<file path="config.mk">
export PLATFORM = sky130hd
export DESIGN_NAME = rx_block_packer
export DESIGN_NICKNAME = d
export VERILOG_FILES = /design/src/rtl/rx_block_packer.sv
export SDC_FILE = /design/constraint.sdc
export NUM_CORES = 1
export LEC_CHECK = 0
export CELL_PAD_IN_SITES_DETAIL_PLACEMENT = 1
export CELL_PAD_IN_SITES_GLOBAL_PLACEMENT = 1
export CORE_UTILIZATION = 37
export DETAILED_ROUTE_END_ITERATION = 8
export PLACE_DENSITY = 0.87
export SYNTH_ARGS = -nofsm -noshare
export SYNTH_HDL_FRONTEND = slang
export SYNTH_SLANG_ARGS = --single-unit
</file>
<file path="constraint.sdc">
create_clock -name clk -period 1.96 [get_ports clk]
set_input_delay 0.392 -clock clk [delete_from_list [all_inputs] [get_ports clk]]
set_output_delay 0.392 -clock clk [all_outputs]
set_load 0.05 [all_outputs]
</file>
<file path="src/rtl/rx_block_packer.sv">
// Packs bytes from uart_rxd into a BYTES_PER_BLOCK-byte block with a valid/ready handshake.
// Optional idle timeout for partial blocks is enabled with `define RX_PACKER_TIMEOUT_EN.
`timescale 1ns/1ps
module rx_block_packer #(
  parameter int unsigned BYTES_PER_BLOCK = 16,
  parameter int unsigned TIMEOUT_CYCLES  = 1000000
) (
  input  logic                                 clk,
  input  logic                                 rst,
  input  logic                                 rxd_done,
  input  logic [7:0]                           data_in,
  input  logic                                 block_ready,
  input  logic                                 overrun_clr,
  output logic [8*BYTES_PER_BLOCK-1:0]         block_out,
  output logic                                 block_valid,
  output logic [$clog2(BYTES_PER_BLOCK+1)-1:0] byte_count,
  output logic                                 overrun,
  output logic                                 timeout
);

  localparam int unsigned BlockW = 8 * BYTES_PER_BLOCK;
  localparam int unsigned CntW   = $clog2(BYTES_PER_BLOCK + 1);
  localparam logic [CntW-1:0] LastCnt = CntW'(BYTES_PER_BLOCK - 1);

  if (BYTES_PER_BLOCK < 2) begin : g_bpb_check
    $error("rx_block_packer: BYTES_PER_BLOCK must be at least 2");
  end
  if (TIMEOUT_CYCLES < 2) begin : g_timeout_check
    $error("rx_block_packer: TIMEOUT_CYCLES must be at least 2");
  end

  typedef enum logic {StFill, StHold} state_e;

  state_e            state_q, state_d;
  logic [BlockW-1:0] block_q, block_d;
  logic              valid_q, valid_d;
  logic [CntW-1:0]   cnt_q, cnt_d;
  logic              overrun_q, overrun_d;
  logic              rxd_q;
  logic              byte_evt;
  logic              handshake;
  logic              overrun_set;

`ifdef RX_PACKER_TIMEOUT_EN
  localparam int unsigned IdleW = $clog2(TIMEOUT_CYCLES);
  localparam logic [IdleW-1:0] IdleLast = IdleW'(TIMEOUT_CYCLES - 1);

  logic [IdleW-1:0] idle_q, idle_d;
  logic             timeout_q, timeout_d;
  logic             idle_expired;
`endif

  // rxd_done stays high for a whole baud tick; only its rising edge is a byte.
  assign byte_evt  = rxd_done & ~rxd_q;
  assign handshake = valid_q & block_ready;

  always_comb begin
    state_d     = state_q;
    block_d     = block_q;
    valid_d     = valid_q;
    cnt_d       = cnt_q;
    overrun_set = 1'b0;
`ifdef RX_PACKER_TIMEOUT_EN
    timeout_d    = 1'b0;
    idle_expired = (state_q == StFill) && (cnt_q != '0) && (idle_q == IdleLast);
`endif

    unique case (state_q)
      StFill: begin
        if (byte_evt) begin
          block_d = {block_q[BlockW-9:0], data_in};
          cnt_d   = cnt_q + CntW'(1);
          if (cnt_q == LastCnt) begin
            state_d = StHold;
            valid_d = 1'b1;
          end
`ifdef RX_PACKER_TIMEOUT_EN
        end else if (idle_expired) begin
          block_d   = '0;
          cnt_d     = '0;
          timeout_d = 1'b1;
`endif
        end
      end
      StHold: begin
        if (handshake) begin
          state_d = StFill;
          valid_d = 1'b0;
          // A byte arriving with the handshake starts the next block.
          if (byte_evt) begin
            block_d = {{(BlockW-8){1'b0}}, data_in};
            cnt_d   = CntW'(1);
          end else begin
            cnt_d   = '0;
          end
        end else if (byte_evt) begin
          overrun_set = 1'b1;
        end
      end
      default: state_d = StFill;
    endcase

    overrun_d = overrun_set | (overrun_q & ~overrun_clr);

`ifdef RX_PACKER_TIMEOUT_EN
    if (byte_evt || handshake || (state_q != StFill) || (cnt_q == '0) || idle_expired) begin
      idle_d = '0;
    end else begin
      idle_d = idle_q + IdleW'(1);
    end
`endif
  end

  always_ff @(posedge clk or negedge rst) begin
    if (!rst) begin
      state_q   <= StFill;
      block_q   <= '0;
      valid_q   <= 1'b0;
      cnt_q     <= '0;
      overrun_q <= 1'b0;
      rxd_q     <= 1'b0;
`ifdef RX_PACKER_TIMEOUT_EN
      idle_q    <= '0;
      timeout_q <= 1'b0;
`endif
    end else begin
      state_q   <= state_d;
      block_q   <= block_d;
      valid_q   <= valid_d;
      cnt_q     <= cnt_d;
      overrun_q <= overrun_d;
      rxd_q     <= rxd_done;
`ifdef RX_PACKER_TIMEOUT_EN
      idle_q    <= idle_d;
      timeout_q <= timeout_d;
`endif
    end
  end

  assign block_out   = block_q;
  assign block_valid = valid_q;
  assign byte_count  = cnt_q;
  assign overrun     = overrun_q;
`ifdef RX_PACKER_TIMEOUT_EN
  assign timeout     = timeout_q;
`else
  assign timeout     = 1'b0;
`endif

endmodule

</file>
After elaboration in Yosys (flattened, before gate mapping)
Index checks and enable logic that the tools add are counted.
{"block": "classes", "n_addsub": 1, "n_eq_ne": 5, "muxes": 19, "n_bitwise": 7, "n_reduce_logical": 3}
{"op": "$mux W128", "count": 3}
{"op": "$pmux W128 S2", "count": 1}
{"op": "$mux W1", "count": 10}
{"op": "$mux W5", "count": 2}
{"op": "$pmux W5 S2", "count": 1}
{"op": "$reduce_and A3 Y1", "count": 2}
{"op": "$add A5 B1 Y5 const B", "count": 1}
{"op": "$eq A5 B4 Y1 const B", "count": 1}
{"op": "$ne A2 B1 Y1 const B", "count": 2}
{"op": "$ne A2 B2 Y1 const B", "count": 2}
{"op": "$pmux W1 S2", "count": 2}
{"op": "$and A1 B1 Y1", "count": 3}
{"op": "$not A1 Y1", "count": 3}
{"op": "$reduce_and A2 Y1", "count": 1}
{"op": "$or A1 B1 Y1", "count": 1}
{"block": "word_totals", "reg_bits": 137, "inputBits": 13, "output_inout_bits": 136, "elab_cells": 41}

Logic depth before layout (Yosys ltp)
Gate-level depths: netlist of the first run.
{"block": "depth", "depth_word": 6, "depth_mapped": 5}

Worst setup path before layout of the first run
Ideal clock, no wire load.
{"block": "synth_path", "path_kind": "register to register", "startpoint": "register valid_q (netlist: block_valid)", "endpoint": "register block_q[0] (netlist: block_out[0])", "setup_ns": 0.125, "t_arrival_ns": 1.454, "required_ns": 1.835, "setup_slack_ns": 0.381, "stages_incl_launch_ff": 5, "path_buffers": 1, "synth_period_minus_slack_ns": 1.579, "path_cell_list": "dfrtp_1 a21bo_2 nand2b_1 buf_4 mux2_2"}
{"block": "synth_between", "elab_chain_len": 3}
{"item": "start: declaration", "line": "36", "rtl": "logic valid_q, valid_d;"}
{"item": "start signal: assignment", "line": "129", "rtl": "valid_q <= valid_d;"}
{"item": "$and A1 B1 Y1", "line": "55", "rtl": "assign handshake = valid_q & block_ready;"}
{"item": "$ne A2 B1 Y1 (no line)"}
{"item": "$reduce_and A3 Y1 (no line)"}
{"item": "end signal: assignment", "line": "128", "rtl": "block_q <= block_d;"}
{"item": "end: declaration", "line": "35", "rtl": "logic [BlockW-1:0] block_q, block_d;"}
No other way between the ends.
A chain may end at the register's enable or synchronous reset.

Worst setup path in the final report of the first run
{"block": "layout_path", "startpoint": "register block_q[11] (netlist: block_out[11])", "endpoint": "output block_out[11]"}
{"item": "end: declaration", "line": "14", "rtl": "output logic [8*BYTES_PER_BLOCK-1:0] block_out,"}
No word-level cell between the ends.

==> flow_summary.toml, run 1 <==
[synthesis]
synth_top_area_share = 0.6946
synth_xor_area_frac = 0.001774
synthMuxAreaShare = 0.01825
synth_cell_types = 25
yosys_warnings = 0
synthAdderAreaFrac = 0.005070
synth_top_family_by_area = "compound AO/OA/AOI/OAI gates"
syn-cell-area_um2 = 4936
synth_area_leaders = "dfrtp_1, a22o_1, buf_4"
synth_seq_area_share = 0.6946
yosysTopAreaCell = "dfrtp_1"
synth_flop_cell = "dfrtp_1"
synthCells = 323
avgSynthCellArea_um2 = 15.28
ys_ff_latch = 137
synth_compound_area_frac = 0.2236
synthSimpleGateAreaFrac = 0.02053
synth_fp_nets = 338
async_flop_share = 1.000
synth_edf_count = 0

[sta]
fmax_mhz = 561.9
slew_violations = 0
hold_violations = 0
relSlewSlack = 0.6476
worst_slew_pin_slew_ps = 530.6
tns_ps = 0
finalCritPeriodShare = 0.9079
setup_ws_ps = 180.4
skew_ps = 5.006
setup_viol = 0
rsz0062_at_grt = "false"
min_period_ps = 1780

[floorplan]
core_area_um2 = 12820
dieArea_um2 = 13810
rows = 41
fp.dieW_um = 117.5
start_util = 0.3849
io-pin-count = 149
die_y_um = 117.5

[finish]
finalInstanceArea_um2 = 7024
utilization = 0.5477
syn2layout_area_growth_pct = 42.31
final_cell_mix = "dfrtp_1, a22o_1, dlygate4sd2_1"
drive_above_1_share = 0.1963
final.fill_count = 1298
num_antenna_cells = 0
nNetsFinal = 491
final_common_cell = "dfrtp_1"

[clock_network]
clockRootBuffer = "clkbuf_16"
clock-sinks = 137
clk_latency_ps = 400
cts_inserted_buffers = 17
htreeDepth = 4
post-cts-setup-buffers = 0
clk_path_buf_depth = 2
tritoncts = "yes"
clk_pin_slew_ps = 60

[grt]
antenna_found_initial = 0
grt_pass1_vias = 3874
grt_pass1_wl_mm = 22.65
grt.overflow.total = 0
track_usage = 0.2114
grt_max_degree = 79

[detailed_routing]
wirelength_mm = 13.77
drc = 0
avgRoutedWirePerCell_um = 20.83
ant_nets = 0
via_count = 3534
firstDrtPassIters = 5
vias_per_cell = 5.346
drt_iter0_drc = 264

[worst_setup_path]
cp_num_buf_inv = 1
cp_slowest_cell = "dlygate4sd2_1"
max_stage_delay_ps = 580
rrSetupSlack_ps = 330
cp_top_family = "buffers and inverters"
endpoint_kind = "output port"
crit_arrival_ps = 1390
start_kind = "flip-flop"
worstPathCellList = "dlygate4sd2_1"
reg2regPathDepth = 4
r2r-start = "state_q"
crit_type = "reg2out"
timing.rr.end = "block_out[31]"
worst-path-max-fanout = 3
cp-startpoint = "block_out[11]"
cp.required_ps = 1570

[placement]
gp_congestion = 0.7730
portBuffers = 147
dpl_worst_slack_ps = -69.81
place_area_um2 = 6545
hpwlAfterDp_mm = 9.155

[run]
drv_cap = 0

[run_status]
run_status = "finished clean"

[min_path]
hp-class = "in2async"
[metal layers]
metal | GRT usage | vias up | routed length [um]
li1 | - | 1549 | -
met1 | 0.2719 | 1844 | 5939
met2 | 0.3336 | 134 | 6828
met3 | 0.06638 | 7 | 888
met4 | 0.08253 | 0 | 115
met5 | 0 | - | 0
[how the worst max path moves through the flow]
stage                     cells after the start  slack, ps             end
after global placement                        5         40   block_out[37]
after detailed placement                      5        -70   block_out[31]
final                                         1        180   block_out[11]
after floorplan                               4        380    block_out[0]
after global routing                          1        140   block_out[83]
after CTS                                     1        150  block_out[108]
[metrics by stage]
| stage | hold slack [ps] | std cells |
|---|---|---|
| after detailed placement | 348.5 | 628 |
| after CTS | 477.8 | 661 |
| after global routing | 515.5 | 661 |
| after global placement | 342.0 | 628 |
| after floorplan | 96.41 | 323 |
| final | 486.7 | 661 |
[flip-flops by register name (all words and copies together) (netlist names)]
register / flops
block_out: 128
state_q: 1
rxd_q: 1
block_valid: 1
overrun: 1
byte_count: 5
[what timing repair did]
action                     4_1_cts  5_1_grt
resized for setup               93        0
hold endpoints to repair        42        0
hold buffers                     1        0
setup endpoints to repair       93        0
[area by class of cell]
cell class	instances	area (um2)	share of cell area
Tap cell	172	215.2	0.03064
Inverter	2	7.507	0.001069
Sequential cell	137	3428	0.4881
Multi-Input combinational cell	156	1346	0.1917
Clock buffer	25	495.5	0.07054
Timing Repair Buffer	162	1441	0.2052
Clock inverter	7	90.09	0.01283
[cell usage after synthesis, drive strengths merged (2+ instances only)]
cell type	n
dfrtp	137
a22o	121
buf	22
mux2	8
clkbuf	6
nand2	4
and3	2
ha	2
inv	2
nand2b	2
nand3	2
nor2	2
o2bb2ai	2
[logic make-up (layout without fill, tap and decap cells)]
kind of cell | after synthesis | after routing
compound gates | 127 | 127
simple gates | 17 | 17
flops | 137 | 137
xor+xnor | 1 | 1
mux | 8 | 8
fa+ha+maj | 2 | 2
buf+inv | 30 | 196
other cells | 1 | 1
Power of run 1 is left out: the tool's default activity adds up to more than one toggle a clock period on the data nets, which glitch-free logic cannot reach.
==> inputs of run 2 (changes only) <==
==> constraint.sdc (replaced) <==
create_clock -name clk -period 1.96 [get_ports clk]
set_input_delay 0.49 -clock clk [delete_from_list [all_inputs] [get_ports clk]]
set_output_delay 0.49 -clock clk [all_outputs]
set_load 0.05 [all_outputs]
==> flow_summary.toml, run 2 (synthesis results as in run 1) <==
[clock_network]
clk_pin_slew_ps = 60
cts_inserted_buffers = 17
clk_latency_ps = 410
clockRootBuffer = "clkbuf_16"
clock-sinks = 137
tritoncts = "yes"
cts_hold_buffers = 0
post-cts-setup-buffers = 0
clk_path_buf_depth = 2
htreeDepth = 4

[finish]
nNetsFinal = 493
final_cell_mix = "buf_4, dfrtp_1, a22o_1"
multiInputGateArea_um2 = 1346
drive_above_1_share = 0.3951
seqCellArea_um2 = 3428
final_common_cell = "buf_4"
syn2layout_area_growth_pct = 40.66
num_antenna_cells = 0
largest_register_ffs = 128
final.fill_count = 1249

[placement]
gp_congestion = 0.7805
hpwlAfterDp_mm = 8.792
portBuffers = 147

[detailed_routing]
drt_iter0_drc = 243
via_count = 3546
ant_nets = 0
vias_per_cell = 5.348
avgRoutedWirePerCell_um = 19.75
wirelength_mm = 13.09
firstDrtPassIters = 4
drc = 0

[worst_setup_path]
r2r-start = "state_q"
max_stage_delay_ps = 540
cp_top_family = "buffers and inverters"
endpoint_kind = "output port"
reg2regPathDepth = 4
cp_num_buf_inv = 1
worst-path-max-fanout = 2
cp_slowest_cell = "dlygate4sd2_1"
crit_arrival_ps = 1290
timing.rr.end = "block_out[106]"
cp-startpoint = "block_out[127]"
cp.required_ps = 1470
crit_type = "reg2out"
rrSetupSlack_ps = 330
start_kind = "flip-flop"
worstPathCellList = "dlygate4sd2_1"

[run]
drv_cap = 0

[sta]
slew_violations = 0
setup_viol = 0
fmax_mhz = 560.3
min_period_ps = 1785
skew_ps = 5.375
finalCritPeriodShare = 0.9106
hold_violations = 0
rsz0062_at_grt = "false"
tns_ps = 0

[grt]
grt_pass1_vias = 3728
grt.overflow.total = 0
grt_max_degree = 69
track_usage = 0.1993
grt_pass1_wl_mm = 21.32
antenna_found_initial = 0

[floorplan]
die_y_um = 117.5
rows = 41
dieArea_um2 = 13810
core_area_um2 = 12820
start_util = 0.3849
fp.dieW_um = 117.5
io-pin-count = 149

[run_status]
run_status = "finished clean"

[min_path]
hp-class = "in2async"
## run 2: worst max-delay path by stage
stage / cells after the start / slack, ps / endpoint
detailed placement: 4 / -80 / byte_count[3]
finish: 1 / 180 / block_out[127]
global placement: 5 / -4 / block_out[102]
global route: 1 / 120 / block_out[127]
CTS: 1 / 150 / block_out[127]
floorplan: 4 / 380 / block_out[0]
## run 2: metal layers
metal  wire [um]  global-route usage
met1        6136              0.2745
met2        6039              0.2984
met3         665             0.04990
met4         251             0.08814
met5           0                   0
## run 2: per-stage QoR
stage,instance area (um2),setup WS (ps),hold WS (ps),util,cells
after CTS,6943,149.0,29.91,0.5414,663
after global routing,6943,123.1,52.59,0.5414,663
final,6943,175.3,28.54,0.5414,663
after detailed placement,6362,-83.38,471.0,0.4961,631
after floorplan,4936,381.4,194.4,-,323
after global placement,6362,-3.656,463.3,0.4961,631
## run 2: what timing repair did
item                                    4_1_cts  5_1_grt
endpoints found under the hold margin         0        0
resized for setup                             1        0
endpoints found under the setup margin        1        0
## run 2: area by class of cell
| cell class | instances | share of cell area |
|---|---|---|
| clock inverters | 12 | 0.01802 |
| flip-flops and latches | 137 | 0.4938 |
| inverters | 2 | 0.001081 |
| multi-input cells | 156 | 0.1939 |
| clock buffers | 20 | 0.06578 |
| well taps | 172 | 0.03100 |
| repair buffers | 164 | 0.1964 |
Power of run 2 is left out for the same reason.
==> inputs of run 3 (changes only) <==
HOLD_SLACK_MARGIN = 0.02   (was not set)
==> results of run 3 <==
The final DEF is identical to that of run 2; final timing and power are the same.
Power of run 3 is left out for the same reason.
